<file path="src/rtl/mem_access_ctrl_pkg.sv">
// Shared types and default parameters for the main-lane data-memory access controller.
package mem_access_ctrl_pkg;

  localparam int XLEN_DEF    = 64;
  localparam int TIMEOUT_DEF = 255;
  localparam int CNT_W_DEF   = 8;

  typedef enum logic [2:0] {
    ST_IDLE,
    ST_REQ,
    ST_RESP,
    ST_AMO_WREQ,
    ST_AMO_WRESP,
    ST_DONE
  } memc_state_e;

  // States in which the controller is waiting on the bus and the timeout runs.
  function automatic logic is_wait_state(input memc_state_e s);
    return (s == ST_REQ) || (s == ST_RESP) || (s == ST_AMO_WREQ) || (s == ST_AMO_WRESP);
  endfunction

endpackage

</file>
<file path="src/rtl/mem_access_ctrl_if.sv">
// Data-memory request/grant/response bus between the access controller and the D-cache/device bus.
interface mem_access_ctrl_if
  import mem_access_ctrl_pkg::*;
#(
  parameter int XLEN = XLEN_DEF
);

  logic            dmem_req;
  logic            dmem_we;
  logic            dmem_cacheable;
  logic [XLEN-1:0] dmem_addr;
  logic [XLEN-1:0] dmem_wdata;
  logic            dmem_gnt;
  logic            dmem_rvalid;
  logic [XLEN-1:0] dmem_rdata;

  modport master (
    output dmem_req, dmem_we, dmem_cacheable, dmem_addr, dmem_wdata,
    input  dmem_gnt, dmem_rvalid, dmem_rdata
  );

  modport slave (
    input  dmem_req, dmem_we, dmem_cacheable, dmem_addr, dmem_wdata,
    output dmem_gnt, dmem_rvalid, dmem_rdata
  );

endinterface

</file>
<file path="src/rtl/mem_access_ctrl_timeout_cnt.sv">
// Wait-state timeout counter: cleared on state entry, counts while enabled,
// flags expiry on the TIMEOUT-th consecutive waiting cycle.
module mem_access_ctrl_timeout_cnt
  import mem_access_ctrl_pkg::*;
#(
  parameter int TIMEOUT = TIMEOUT_DEF,
  parameter int CNT_W   = CNT_W_DEF
) (
  input  logic clk,
  input  logic rstn,
  input  logic i_clear,
  input  logic i_enable,
  output logic o_expired
);

  logic [CNT_W-1:0] r_cnt;

  always_ff @(posedge clk or posedge rstn) begin
    if (rstn) begin
      r_cnt <= '0;
    end else if (i_clear) begin
      r_cnt <= '0;
    end else if (i_enable) begin
      r_cnt <= r_cnt + CNT_W'(1);
    end
  end

  assign o_expired = i_enable && (r_cnt == CNT_W'(TIMEOUT - 1));

endmodule

</file>
<file path="src/rtl/mem_access_ctrl.sv">
// Sequences load, store and AMO read-modify-write accesses for the instruction in EX/MEM,
// stalling the pipeline until the access completes, is cancelled or times out.
module mem_access_ctrl
  import mem_access_ctrl_pkg::*;
#(
  parameter int XLEN    = XLEN_DEF,
  parameter int TIMEOUT = TIMEOUT_DEF,
  parameter int CNT_W   = CNT_W_DEF
) (
  input  logic              clk,
  input  logic              rstn,
  input  logic              i_mem_valid,
  input  logic              i_mem_is_load,
  input  logic              i_mem_is_store,
  input  logic              i_mem_is_amo,
  input  logic              i_mem_is_fail_sc,
  input  logic              i_mem_is_cache_mem,
  input  logic [XLEN-1:0]   i_mem_addr,
  input  logic [XLEN-1:0]   i_mem_wdata,
  input  logic [XLEN-1:0]   i_amo_wdata,
  input  logic              i_flush_mem,
  mem_access_ctrl_if.master bus,
  output logic              o_hold,
  output logic [XLEN-1:0]   o_load_data,
  output logic              o_load_valid,
  output logic              o_bus_err
);

  memc_state_e     r_state;
  logic            r_req;
  logic            r_we;
  logic            r_cacheable;
  logic [XLEN-1:0] r_addr;
  logic [XLEN-1:0] r_wdata;
  logic            r_hold;
  logic [XLEN-1:0] r_load_data;
  logic            r_load_valid;
  logic            r_bus_err;
  logic            r_killed;
  logic            r_amo;
  logic            r_rd;

  logic w_start;
  logic w_kill;
  logic w_wait;
  logic w_leave;
  logic w_expired;

  assign w_start = i_mem_valid && (i_mem_is_load || i_mem_is_store || i_mem_is_amo)
                   && !i_mem_is_fail_sc && !i_flush_mem;
  assign w_kill  = r_killed || i_flush_mem;
  assign w_wait  = is_wait_state(r_state);

  always_comb begin
    w_leave = 1'b0;
    case (r_state)
      ST_REQ:                w_leave = bus.dmem_gnt || i_flush_mem || w_expired;
      ST_RESP, ST_AMO_WRESP: w_leave = bus.dmem_rvalid || w_expired;
      ST_AMO_WREQ:           w_leave = bus.dmem_gnt || w_expired;
      default:               w_leave = 1'b0;
    endcase
  end

  mem_access_ctrl_timeout_cnt #(
    .TIMEOUT (TIMEOUT),
    .CNT_W   (CNT_W)
  ) u_timeout (
    .clk       (clk),
    .rstn      (rstn),
    .i_clear   (w_leave || !w_wait),
    .i_enable  (w_wait),
    .o_expired (w_expired)
  );

  // A flush seen while waiting is remembered so the result is dropped at DONE.
  always_ff @(posedge clk or posedge rstn) begin
    if (rstn) begin
      r_state      <= ST_IDLE;
      r_req        <= 1'b0;
      r_we         <= 1'b0;
      r_cacheable  <= 1'b0;
      r_addr       <= '0;
      r_wdata      <= '0;
      r_hold       <= 1'b0;
      r_load_data  <= '0;
      r_load_valid <= 1'b0;
      r_bus_err    <= 1'b0;
      r_killed     <= 1'b0;
      r_amo        <= 1'b0;
      r_rd         <= 1'b0;
    end else begin
      r_load_valid <= 1'b0;
      r_bus_err    <= 1'b0;
      if (w_wait) begin
        r_killed <= w_kill;
      end
      case (r_state)
        ST_IDLE: begin
          if (w_start) begin
            r_state     <= ST_REQ;
            r_req       <= 1'b1;
            r_hold      <= 1'b1;
            r_we        <= i_mem_is_store;
            r_cacheable <= i_mem_is_cache_mem;
            r_addr      <= i_mem_addr;
            r_wdata     <= i_mem_wdata;
            r_amo       <= i_mem_is_amo;
            r_rd        <= i_mem_is_load || i_mem_is_amo;
            r_killed    <= 1'b0;
          end
        end
        ST_REQ: begin
          if (bus.dmem_gnt) begin
            r_state <= ST_RESP;
            r_req   <= 1'b0;
          end else if (i_flush_mem) begin
            r_state <= ST_IDLE;
            r_req   <= 1'b0;
            r_hold  <= 1'b0;
          end else if (w_expired) begin
            r_state     <= ST_DONE;
            r_req       <= 1'b0;
            r_hold      <= 1'b0;
            r_bus_err   <= 1'b1;
            r_load_data <= '0;
          end
        end
        ST_RESP: begin
          if (bus.dmem_rvalid) begin
            r_load_data <= bus.dmem_rdata;
            if (r_amo && !w_kill) begin
              r_state <= ST_AMO_WREQ;
              r_req   <= 1'b1;
              r_we    <= 1'b1;
            end else begin
              r_state      <= ST_DONE;
              r_hold       <= 1'b0;
              r_load_valid <= r_rd && !w_kill;
            end
          end else if (w_expired) begin
            r_state     <= ST_DONE;
            r_hold      <= 1'b0;
            r_bus_err   <= 1'b1;
            r_load_data <= '0;
          end
        end
        ST_AMO_WREQ: begin
          if (bus.dmem_gnt) begin
            r_state <= ST_AMO_WRESP;
            r_req   <= 1'b0;
          end else if (w_expired) begin
            r_state     <= ST_DONE;
            r_req       <= 1'b0;
            r_hold      <= 1'b0;
            r_bus_err   <= 1'b1;
            r_load_data <= '0;
          end
        end
        ST_AMO_WRESP: begin
          if (bus.dmem_rvalid) begin
            r_state      <= ST_DONE;
            r_hold       <= 1'b0;
            r_load_valid <= r_rd && !w_kill;
          end else if (w_expired) begin
            r_state     <= ST_DONE;
            r_hold      <= 1'b0;
            r_bus_err   <= 1'b1;
            r_load_data <= '0;
          end
        end
        ST_DONE: begin
          r_state  <= ST_IDLE;
          r_killed <= 1'b0;
        end
        default: r_state <= ST_IDLE;
      endcase
    end
  end

  // The AMO result is derived from load_data, so it is passed through live during the write request.
  assign bus.dmem_req       = r_req;
  assign bus.dmem_we        = r_we;
  assign bus.dmem_cacheable = r_cacheable;
  assign bus.dmem_addr      = r_addr;
  assign bus.dmem_wdata     = (r_state == ST_AMO_WREQ) ? i_amo_wdata : r_wdata;

  // rstn is active-high; hold is forced low while reset is applied.
  assign o_hold       = !rstn && (r_hold || ((r_state == ST_IDLE) && w_start));
  assign o_load_data  = r_load_data;
  assign o_load_valid = r_load_valid;
  assign o_bus_err    = r_bus_err;

endmodule

</file>
<file path="src/flat_wrapper.sv">
// flat-port wrapper written by rule: the top's interface ports become plain ports
module mem_access_ctrl_flat import mem_access_ctrl_pkg::*;
#(
  parameter int XLEN    = XLEN_DEF,
  parameter int TIMEOUT = TIMEOUT_DEF,
  parameter int CNT_W   = CNT_W_DEF
)
  (clk, rstn, i_mem_valid, i_mem_is_load, i_mem_is_store, i_mem_is_amo, i_mem_is_fail_sc, i_mem_is_cache_mem, i_mem_addr, i_mem_wdata, i_amo_wdata, i_flush_mem, o_hold, o_load_data, o_load_valid, o_bus_err, bus_dmem_req, bus_dmem_we, bus_dmem_cacheable, bus_dmem_addr, bus_dmem_wdata, bus_dmem_gnt, bus_dmem_rvalid, bus_dmem_rdata);
  mem_access_ctrl_if #(.XLEN(XLEN)) bus_i ();
  input  logic clk;
  input  logic rstn;
  input  logic i_mem_valid;
  input  logic i_mem_is_load;
  input  logic i_mem_is_store;
  input  logic i_mem_is_amo;
  input  logic i_mem_is_fail_sc;
  input  logic i_mem_is_cache_mem;
  input  logic [XLEN-1:0] i_mem_addr;
  input  logic [XLEN-1:0] i_mem_wdata;
  input  logic [XLEN-1:0] i_amo_wdata;
  input  logic i_flush_mem;
  output logic o_hold;
  output logic [XLEN-1:0] o_load_data;
  output logic o_load_valid;
  output logic o_bus_err;
  output wire logic [$bits(bus_i.dmem_req)-1:0] bus_dmem_req;
  output wire logic [$bits(bus_i.dmem_we)-1:0] bus_dmem_we;
  output wire logic [$bits(bus_i.dmem_cacheable)-1:0] bus_dmem_cacheable;
  output wire logic [$bits(bus_i.dmem_addr)-1:0] bus_dmem_addr;
  output wire logic [$bits(bus_i.dmem_wdata)-1:0] bus_dmem_wdata;
  input wire logic [$bits(bus_i.dmem_gnt)-1:0] bus_dmem_gnt;
  input wire logic [$bits(bus_i.dmem_rvalid)-1:0] bus_dmem_rvalid;
  input wire logic [$bits(bus_i.dmem_rdata)-1:0] bus_dmem_rdata;
  assign bus_dmem_req = bus_i.dmem_req;
  assign bus_dmem_we = bus_i.dmem_we;
  assign bus_dmem_cacheable = bus_i.dmem_cacheable;
  assign bus_dmem_addr = bus_i.dmem_addr;
  assign bus_dmem_wdata = bus_i.dmem_wdata;
  assign bus_i.dmem_gnt = bus_dmem_gnt;
  assign bus_i.dmem_rvalid = bus_dmem_rvalid;
  assign bus_i.dmem_rdata = bus_dmem_rdata;
  mem_access_ctrl #(.XLEN(XLEN), .TIMEOUT(TIMEOUT), .CNT_W(CNT_W)) u_core (.clk(clk), .rstn(rstn), .i_mem_valid(i_mem_valid), .i_mem_is_load(i_mem_is_load), .i_mem_is_store(i_mem_is_store), .i_mem_is_amo(i_mem_is_amo), .i_mem_is_fail_sc(i_mem_is_fail_sc), .i_mem_is_cache_mem(i_mem_is_cache_mem), .i_mem_addr(i_mem_addr), .i_mem_wdata(i_mem_wdata), .i_amo_wdata(i_amo_wdata), .i_flush_mem(i_flush_mem), .bus(bus_i), .o_hold(o_hold), .o_load_data(o_load_data), .o_load_valid(o_load_valid), .o_bus_err(o_bus_err));
endmodule
</file>
<file path="config.mk">
export PLATFORM = sky130hd
export DESIGN_NAME = mem_access_ctrl_flat
export DESIGN_NICKNAME = d
export VERILOG_FILES = /design/src/rtl/mem_access_ctrl_pkg.sv /design/src/rtl/mem_access_ctrl_if.sv /design/src/rtl/mem_access_ctrl_timeout_cnt.sv /design/src/rtl/mem_access_ctrl.sv /design/src/flat_wrapper.sv
export SDC_FILE = /design/constraint.sdc
export NUM_CORES = 1
export LEC_CHECK = 0
export CAP_MARGIN = 20
export CELL_PAD_IN_SITES_DETAIL_PLACEMENT = 0
export CELL_PAD_IN_SITES_GLOBAL_PLACEMENT = 1
export CORE_MARGIN = 3
export CORE_UTILIZATION = 28
export CTS_CLUSTER_DIAMETER = 200
export DETAILED_ROUTE_END_ITERATION = 16
export PLACE_DENSITY = 0.8
export SLEW_MARGIN = 40
export SYNTH_ARGS = -nofsm -noshare
export SYNTH_HDL_FRONTEND = slang
export SYNTH_SLANG_ARGS = --single-unit
</file>
<file path="constraint.sdc">
create_clock -name clk -period 6.7 [get_ports clk]
set_clock_uncertainty 0.1 [all_clocks]
set_input_delay 1.34 -clock clk [delete_from_list [all_inputs] [get_ports clk]]
set_output_delay 1.34 -clock clk [all_outputs]
set_load 0.01 [all_outputs]
</file>
==> results.txt, run 1 <==
----------------------------------------------------
[Run status]
  Outcome ... finished, final reports clean

[Cells and area]
  Filler cell count ... 2,798
  Final #Nets ... roughly 1,300
  Final core utilization ... 0.476
  Fraction of layout instances using a drive strength above 1 ... 0.183
  Area added between synthesis and finish ... 64.5%
  Final cell count without fillers ... around 1,500

[Power and ir drop]
  Pwr dens ... about 440 nW/um^2
  Leakage power figure ... about 6.3 nW
  Worst IR Drop VDD ... 0.000208 V

[Place]
  Post-Place Setup Slack ... between 1.5 and 2 ns
  Total instance count after detailed placement ... approximately 1,400
  Placed wire-length estimate after detailed placement ... roughly 21,000 um
  Routability Congestion ... roughly 0.77
  PortBufs ... between 400 and 500

[Floorplanning]
  Die X-Extent ... roughly 190 um
  Number of cell rows ... 64
  Effective utilization at floorplan ... 0.289
  Die Y ... approximately 190 um
  Number of top-level design ports ... around 470
  Area of the core region ... around 31,000 um^2
  Die outline area ... roughly 34,000 um^2

[Clock tree]
  CTS H-Tree Depth ... 1
  TritonCTS clock tree ... yes
  PostCTS Resize Cnt ... 0
  Number of clock sinks ... around 210
  Clock-pin slew reported for the worst setup and hold paths after clock tree synthesis ... 0.06 ns
  Post-CTS Setup Inserts ... 0
  Root buffer selected by CTS ... clkbuf_16
  Clock Tree Buf Depth ... 3
  CTS buffer count ... 24
  Worst-skew pair later-pin latency ... slightly above 0.5 ns
  Count of hold buffers inserted by post-cts repair ... 0

[Timing]
  Number of hold-slack violations in the final timing report ... 0
  Setup repair after global routing missed its margin ... false
  Max-Slew Margin vs Limit ... 0.498
  Worst Tran Pin Value ... around 0.75 ns
  Max-slew violation total from the final report ... 0
  Final total negative setup slack ... 0 ns
  F_max ... between 0.2 and 0.25 GHz
  Crit path time final ... ~4.8 ns
  Post-route worst hold slack ... between 0.3 and 0.4 ns
  Total setup violations reported at the end of the flow ... 0
  Share of the cycle needed by the critical path after routing ... 0.714
  Worst Slack Setup Final ... roughly 1.9 ns

[Logic synthesis]
  Top post-synthesis cells by area ... dfrtp_1 (59%), mux2_2 (17%), mux2_1 (7.0%), a22o_1 (6.2%), buf_6 (1.8%)
  Post-synthesis cell type with the largest combined area ... dfrtp_1
  Flop and latch count out of synthesis ... 212
  Number of warnings reported in the yosys synthesis log ... 0
  Area of the mapped netlist ... about 9000 um^2
  Avg Cell Area, Syn ... 14.7 um^2
  Sequential area share after synthesis ... 0.590
  Synthesized netlist cell count ... a little over 600
  Top cell type's share of synthesized area ... 0.590
  Number of distinct library cell variants in the gate-level netlist after synthesis ... between 40 and 50
  Number of nets in the synthesized netlist ... a little under 900

[Setup path]
  Critical Path Fanout Max ... 4
  Required time of the worst setup path ... approximately 5.3 ns
  Arrival time of data at the critical path endpoint ... 3.34 ns
  R2r setup slk ... around 3.8 ns
  Crit Path Category ... primary input to primary output
  Reg2reg end ... u_core.r_wdata[18]
  Reg2Reg Launch Point ... u_core.r_state[1]
  CP startpoint ... i_mem_is_store
  CP Capture Type ... primary output
  Kind of start point of the critical path ... primary input
  Reg2Reg Depth ... 5
  Crit path to ... o_hold

[Drt]
  Via Count ... ~6,900
  DRC errors left ... 0
  Avg Vias per Cell ... ~4.7
  Remaining number of nets flagged by the antenna check after routing ... 0
  Total iterations of the first detailed-routing run ... 4
  Iteration-0 DRC count of the detailed router ... approximately 270
  Detailed Route WL ... roughly 29,000 um
  Detailed-route wire length per cell ... around 20 um

[Global route]
  Via count of the first global-routing pass ... a little over 7,000
  Antenna violations before repair ... 0
  First-pass GRT wire length ... about 43,000 um
  Largest net degree at the start of global routing ... ~130
  Sum of overflow across all layers after global routing ... 0
  Global router's overall resource usage ... 0.158

[Hold path]
  Depth of the worst hold-timing path ... 1
  Worst Min Path Start ... u_core.bus.dmem_addr[15]
  Worst hold path type ... register to register

[Run]
  Number of max-capacitance violations reported ... 0

----------------------------------------------------
==> power breakdown <==
part / leakage (nW) / switching [mW] / internal [mW]
logic: 3.21 / 1.08 / 1.81
clock network: 0.403 / 0.532 / 0.795
registers: 2.65 / 0.374 / 1.89
total: 6.26 / 1.99 / 4.50
==> cells by family after synthesis <==
logic type,share of synthesized area
flops,0.590
mux,0.244
compound gates,0.0923
simple gates,0.0304
buf+inv,0.0340
xor+xnor,0.00585
fa+ha+maj,0.00278
==> cells in the final DEF, fill, tap and decap left out, types with 5 or more instances in the layout <==
cell,count
clkdlybuf4s50_1,464
o21ai_0,5
a22o_1,64
inv_1,6
a21oi_1,10
clkbuf_16,25
mux2_2,139
nor2_1,21
mux2_1,56
clkbuf_8,8
dfrtp_1,212
nand3_1,7
clkinv_2,7
==> state kept, by name (all words and copies together) (netlist names) <==
name and cells:
u_core.bus.dmem_addr 64, u_core.o_load_data 64, u_core.r_wdata 64, u_core.u_timeout.r_cnt 8
u_core.r_state 3, u_core.bus.dmem_cacheable 1, u_core.bus.dmem_req 1, u_core.bus.dmem_we 1
u_core.o_bus_err 1, u_core.o_load_valid 1, u_core.r_amo 1, u_core.r_hold 1
u_core.r_killed 1, u_core.r_rd 1
==> synth_stat cells, drive strengths merged <==
cell type	n
dfrtp	212
mux2	195
a22o	64
buf	37
nor2	23
a21oi	11
nand3	8
inv	7
o21ai	5
nand2	4
xnor2	3
xor2	3
a211oi	2
ha	2
nand2b	2
nand4	2
nor2b	2
nor3	2
o32ai	2
or3	2
or3b	2
a2111oi	1
a21bo	1
a21boi	1
a21o	1
a221oi	1
a2bb2oi	1
a311o	1
a311oi	1
a31oi	1
a32o	1
a41oi	1
and3	1
clkbuf	1
nor3b	1
nor4b	1
o2111a	1
o2111ai	1
o211ai	1
o21ba	1
o22ai	1
or2	1
==> layout make-up <==
| cell class | count | area (um^2) | area share |
|---|---|---|---|
| Sequential cell | 212 | 5310 | 0.359 |
| Timing Repair Buffer | 471 | 4740 | 0.320 |
| Multi-Input combinational cell | 354 | 3400 | 0.230 |
| Clock buffer | 34 | 729 | 0.0493 |
| Tap cell | 396 | 495 | 0.0335 |
| Clock inverter | 10 | 80.1 | 0.00542 |
| Inverter | 7 | 30.0 | 0.00203 |
| Antenna cell | 1 | 2.50 | 0.000169 |
==> stage by stage <==
step,area (um^2),power [mW]
after detailed placement,14000,5.21
final,14800,6.49
after floorplan,8990,3.53
after global placement,13900,5.16
after global routing,14800,6.87
after CTS,14800,6.59
==> critical path, cell delays in order <==
cell,delay [ns]
clkdlybuf4s50_1,0.42
or3_1,0.56
nand4_4,0.16
nor2b_1,0.27
nor2_1,0.07
clkdlybuf4s50_1,0.52
==> routing by layer <==
layer / vias up / track usage / share of wire
met2: 279 / 0.273 / 0.49
li1: 3171 / - / -
met4: 0 / 0.0393 / 0.024
met5: - / 0 / 0
met1: 3436 / 0.198 / 0.40
met3: 38 / 0.0426 / 0.080
==> how the worst min path moves through the flow <==
stage                                endpoint  slack (ns)
floorplan                         u_core.r_rd        0.35
global placement    u_core.u_timeout.r_cnt[0]        0.37
detailed placement   u_core.bus.dmem_addr[15]        0.38
CTS                 u_core.u_timeout.r_cnt[0]        0.39
global route           u_core.o_load_data[56]        0.41
finish               u_core.bus.dmem_addr[15]        0.39
Power figures use the tool's default switching activity.
==> run 2: changes to the inputs <==
Clock period 6.7 ns to 3.95 ns, I/O delays scaled along.
==> results.txt, run 2 (same netlist as run 1, synthesis figures left out) <==
----------------------------------------------------
[Setup path]
  Required time of the worst setup path ... 3.06 ns (-2.20 ns)
  Crit Path Category ... primary input to primary output
  R2r setup slk ... 1.67 ns (-2.14 ns)
  CP startpoint ... i_mem_is_store
  Arrival time of data at the critical path endpoint ... 2.72 ns (-0.62 ns)
  Critical Path Fanout Max ... 4 (unchanged)
  Reg2Reg Launch Point ... u_core.r_state[0]
  CP Capture Type ... primary output
  Kind of start point of the critical path ... primary input

[Timing]
  Share of the cycle needed by the critical path after routing ... 0.914
  Total setup violations reported at the end of the flow ... 0 (unchanged)
  Worst Slack Setup Final ... 0.341 ns (-1.58 ns)
  Setup repair after global routing missed its margin ... false
  Max-Slew Margin vs Limit ... 0.475 (-0.0235)
  Post-route worst hold slack ... 0.377 ns (-0.00947 ns)
  Final total negative setup slack ... 0 ns (unchanged)
  Max-slew violation total from the final report ... 0 (unchanged)
  F_max ... 0.277 GHz
  Number of hold-slack violations in the final timing report ... 0 (unchanged)
  Crit path time final ... around 3.6 ns
  Worst Tran Pin Value ... 0.788 ns (+0.0352 ns)

[Drt]
  Iteration-0 DRC count of the detailed router ... 272 (unchanged)
  Detailed-route wire length per cell ... 19.3 um (-0.87%)
  Detailed Route WL ... 28,900 um (-0.14%)
  Via Count ... 6,886 (-0.55%)
  Total iterations of the first detailed-routing run ... 4 (unchanged)
  Avg Vias per Cell ... 4.60 (-1.3%)
  DRC errors left ... 0 (unchanged)
  Remaining number of nets flagged by the antenna check after routing ... 0 (unchanged)

[Power and ir drop]
  Worst IR Drop VDD ... 0.000282 V (+36%)
  Pwr dens ... 748 nW/um^2 (+71%)
  Leakage power figure ... 6.34 nW (+1.3%)
  Total power consumption of the routed design ... 11.2 mW (+73%)

[Clock tree]
  Worst-skew pair later-pin latency ... 0.51 ns (about the same)
  Number of clock sinks ... 212 (unchanged)
  CTS buffer count ... 25 (+4.2%)
  CTS H-Tree Depth ... 1 (unchanged)
  TritonCTS clock tree ... yes
  Clock Tree Buf Depth ... 3 (unchanged)
  Root buffer selected by CTS ... clkbuf_16
  Post-CTS Setup Inserts ... 0 (unchanged)
  Clock-pin slew reported for the worst setup and hold paths after clock tree synthesis ... 0.06 ns (about the same)
  PostCTS Resize Cnt ... 0 (unchanged)
  Count of hold buffers inserted by post-cts repair ... 0 (unchanged)

[Global route]
  First-pass GRT wire length ... 41,900 um (-1.9%)
  Antenna violations before repair ... 0 (unchanged)
  Sum of overflow across all layers after global routing ... 0 (unchanged)
  Global router's overall resource usage ... 0.156 (-0.00194)
  Largest net degree at the start of global routing ... 134 (+0.75%)
  Via count of the first global-routing pass ... 7,010 (-3.2%)

[Cells and area]
  Fraction of layout instances using a drive strength above 1 ... 0.187 (+0.00454)
  Most common library cell in the layout ignoring fill and taps ... clkdlybuf4s50_1
  Final core utilization ... 0.481 (+0.00564)
  Most frequent cells in the layout ... clkdlybuf4s50_1 (464), dfrtp_1 (212), mux2_2 (139), a22o_1 (64), mux2_1 (56)
  Final #Nets ... 1,349 (+0.75%)
  Area added between synthesis and finish ... 66.5%

[Hold path]
  Worst Min Path Start ... u_core.u_timeout.r_cnt[0]
  Worst hold path type ... register to register

[Run]
  Number of max-capacitance violations reported ... 0 (unchanged)

[Floorplanning]
  Area of the core region ... 31,100 um^2 (unchanged)
  Die X-Extent ... 185 um (unchanged)
  Die outline area ... 34,300 um^2 (unchanged)
  Effective utilization at floorplan ... 0.289 (unchanged)
  Die Y ... 185 um (unchanged)
  Number of cell rows ... 64 (unchanged)
  Number of top-level design ports ... 465 (unchanged)

[Place]
  Post-Place Setup Slack ... 0.296 ns (-1.60 ns)
  PortBufs ... 464 (unchanged)
  Placed wire-length estimate after detailed placement ... 21,700 um (+1.5%)
  Routability Congestion ... 0.790 (+3.0%)

[Run status]
  Outcome ... finished, final reports clean

----------------------------------------------------
[run 2: worst paths after layout]
check,endpoint,cells past startpoint
max,o_hold,6
min,u_core.u_timeout.r_cnt[0],1
max reg2reg,u_core.o_load_data[61],6
min reg2reg,u_core.u_timeout.r_cnt[0],1
max in group asynchronous,u_core.bus.dmem_addr[51],4
min in group asynchronous,u_core.o_load_data[39],2
[run 2: where the power goes]
group,switching [mW],internal [mW]
Clock,0.910,1.48
Combinational,1.92,3.11
Sequential,0.576,3.21
[run 2: critical path, stage by stage]
cell	delay, ns
clkdlybuf4s50_1	0.44
or3_1	0.53
nand4_4	0.16
nor2b_1	0.23
nor2_1	0.06
clkdlybuf4s50_1	0.50
[run 2: layout make-up]
| class | count | area (um^2) |
|---|---|---|
| antenna | 1 | 2.50 |
| clock buffer | 37 | 731 |
| clock inverter | 9 | 130 |
| fill | 2767 | 16100 |
| inverter | 7 | 30.0 |
| multi-input combinational | 354 | 3400 |
| sequential | 212 | 5310 |
| tap | 396 | 495 |
| timing repair buffer | 480 | 4860 |
[run 2: through the flow]
step / area (um^2) / std cells
final: 15000 / 1496
after floorplan: 8990 / 611
after CTS: 15000 / 1495
after global placement: 14100 / 1448
after global routing: 15000 / 1495
after detailed placement: 14100 / 1449
[run 2: per-layer routing]
| layer | GRT usage | share of wire | routed length, um | vias to the layer above |
|---|---|---|---|---|
| met5 | 0 | 0 | 0 | - |
| met3 | 0.0365 | 0.077 | 2230 | 44 |
| met2 | 0.265 | 0.49 | 14200 | 280 |
| li1 | - | - | - | 3198 |
| met4 | 0.0381 | 0.020 | 589 | 0 |
| met1 | 0.203 | 0.41 | 11900 | 3364 |
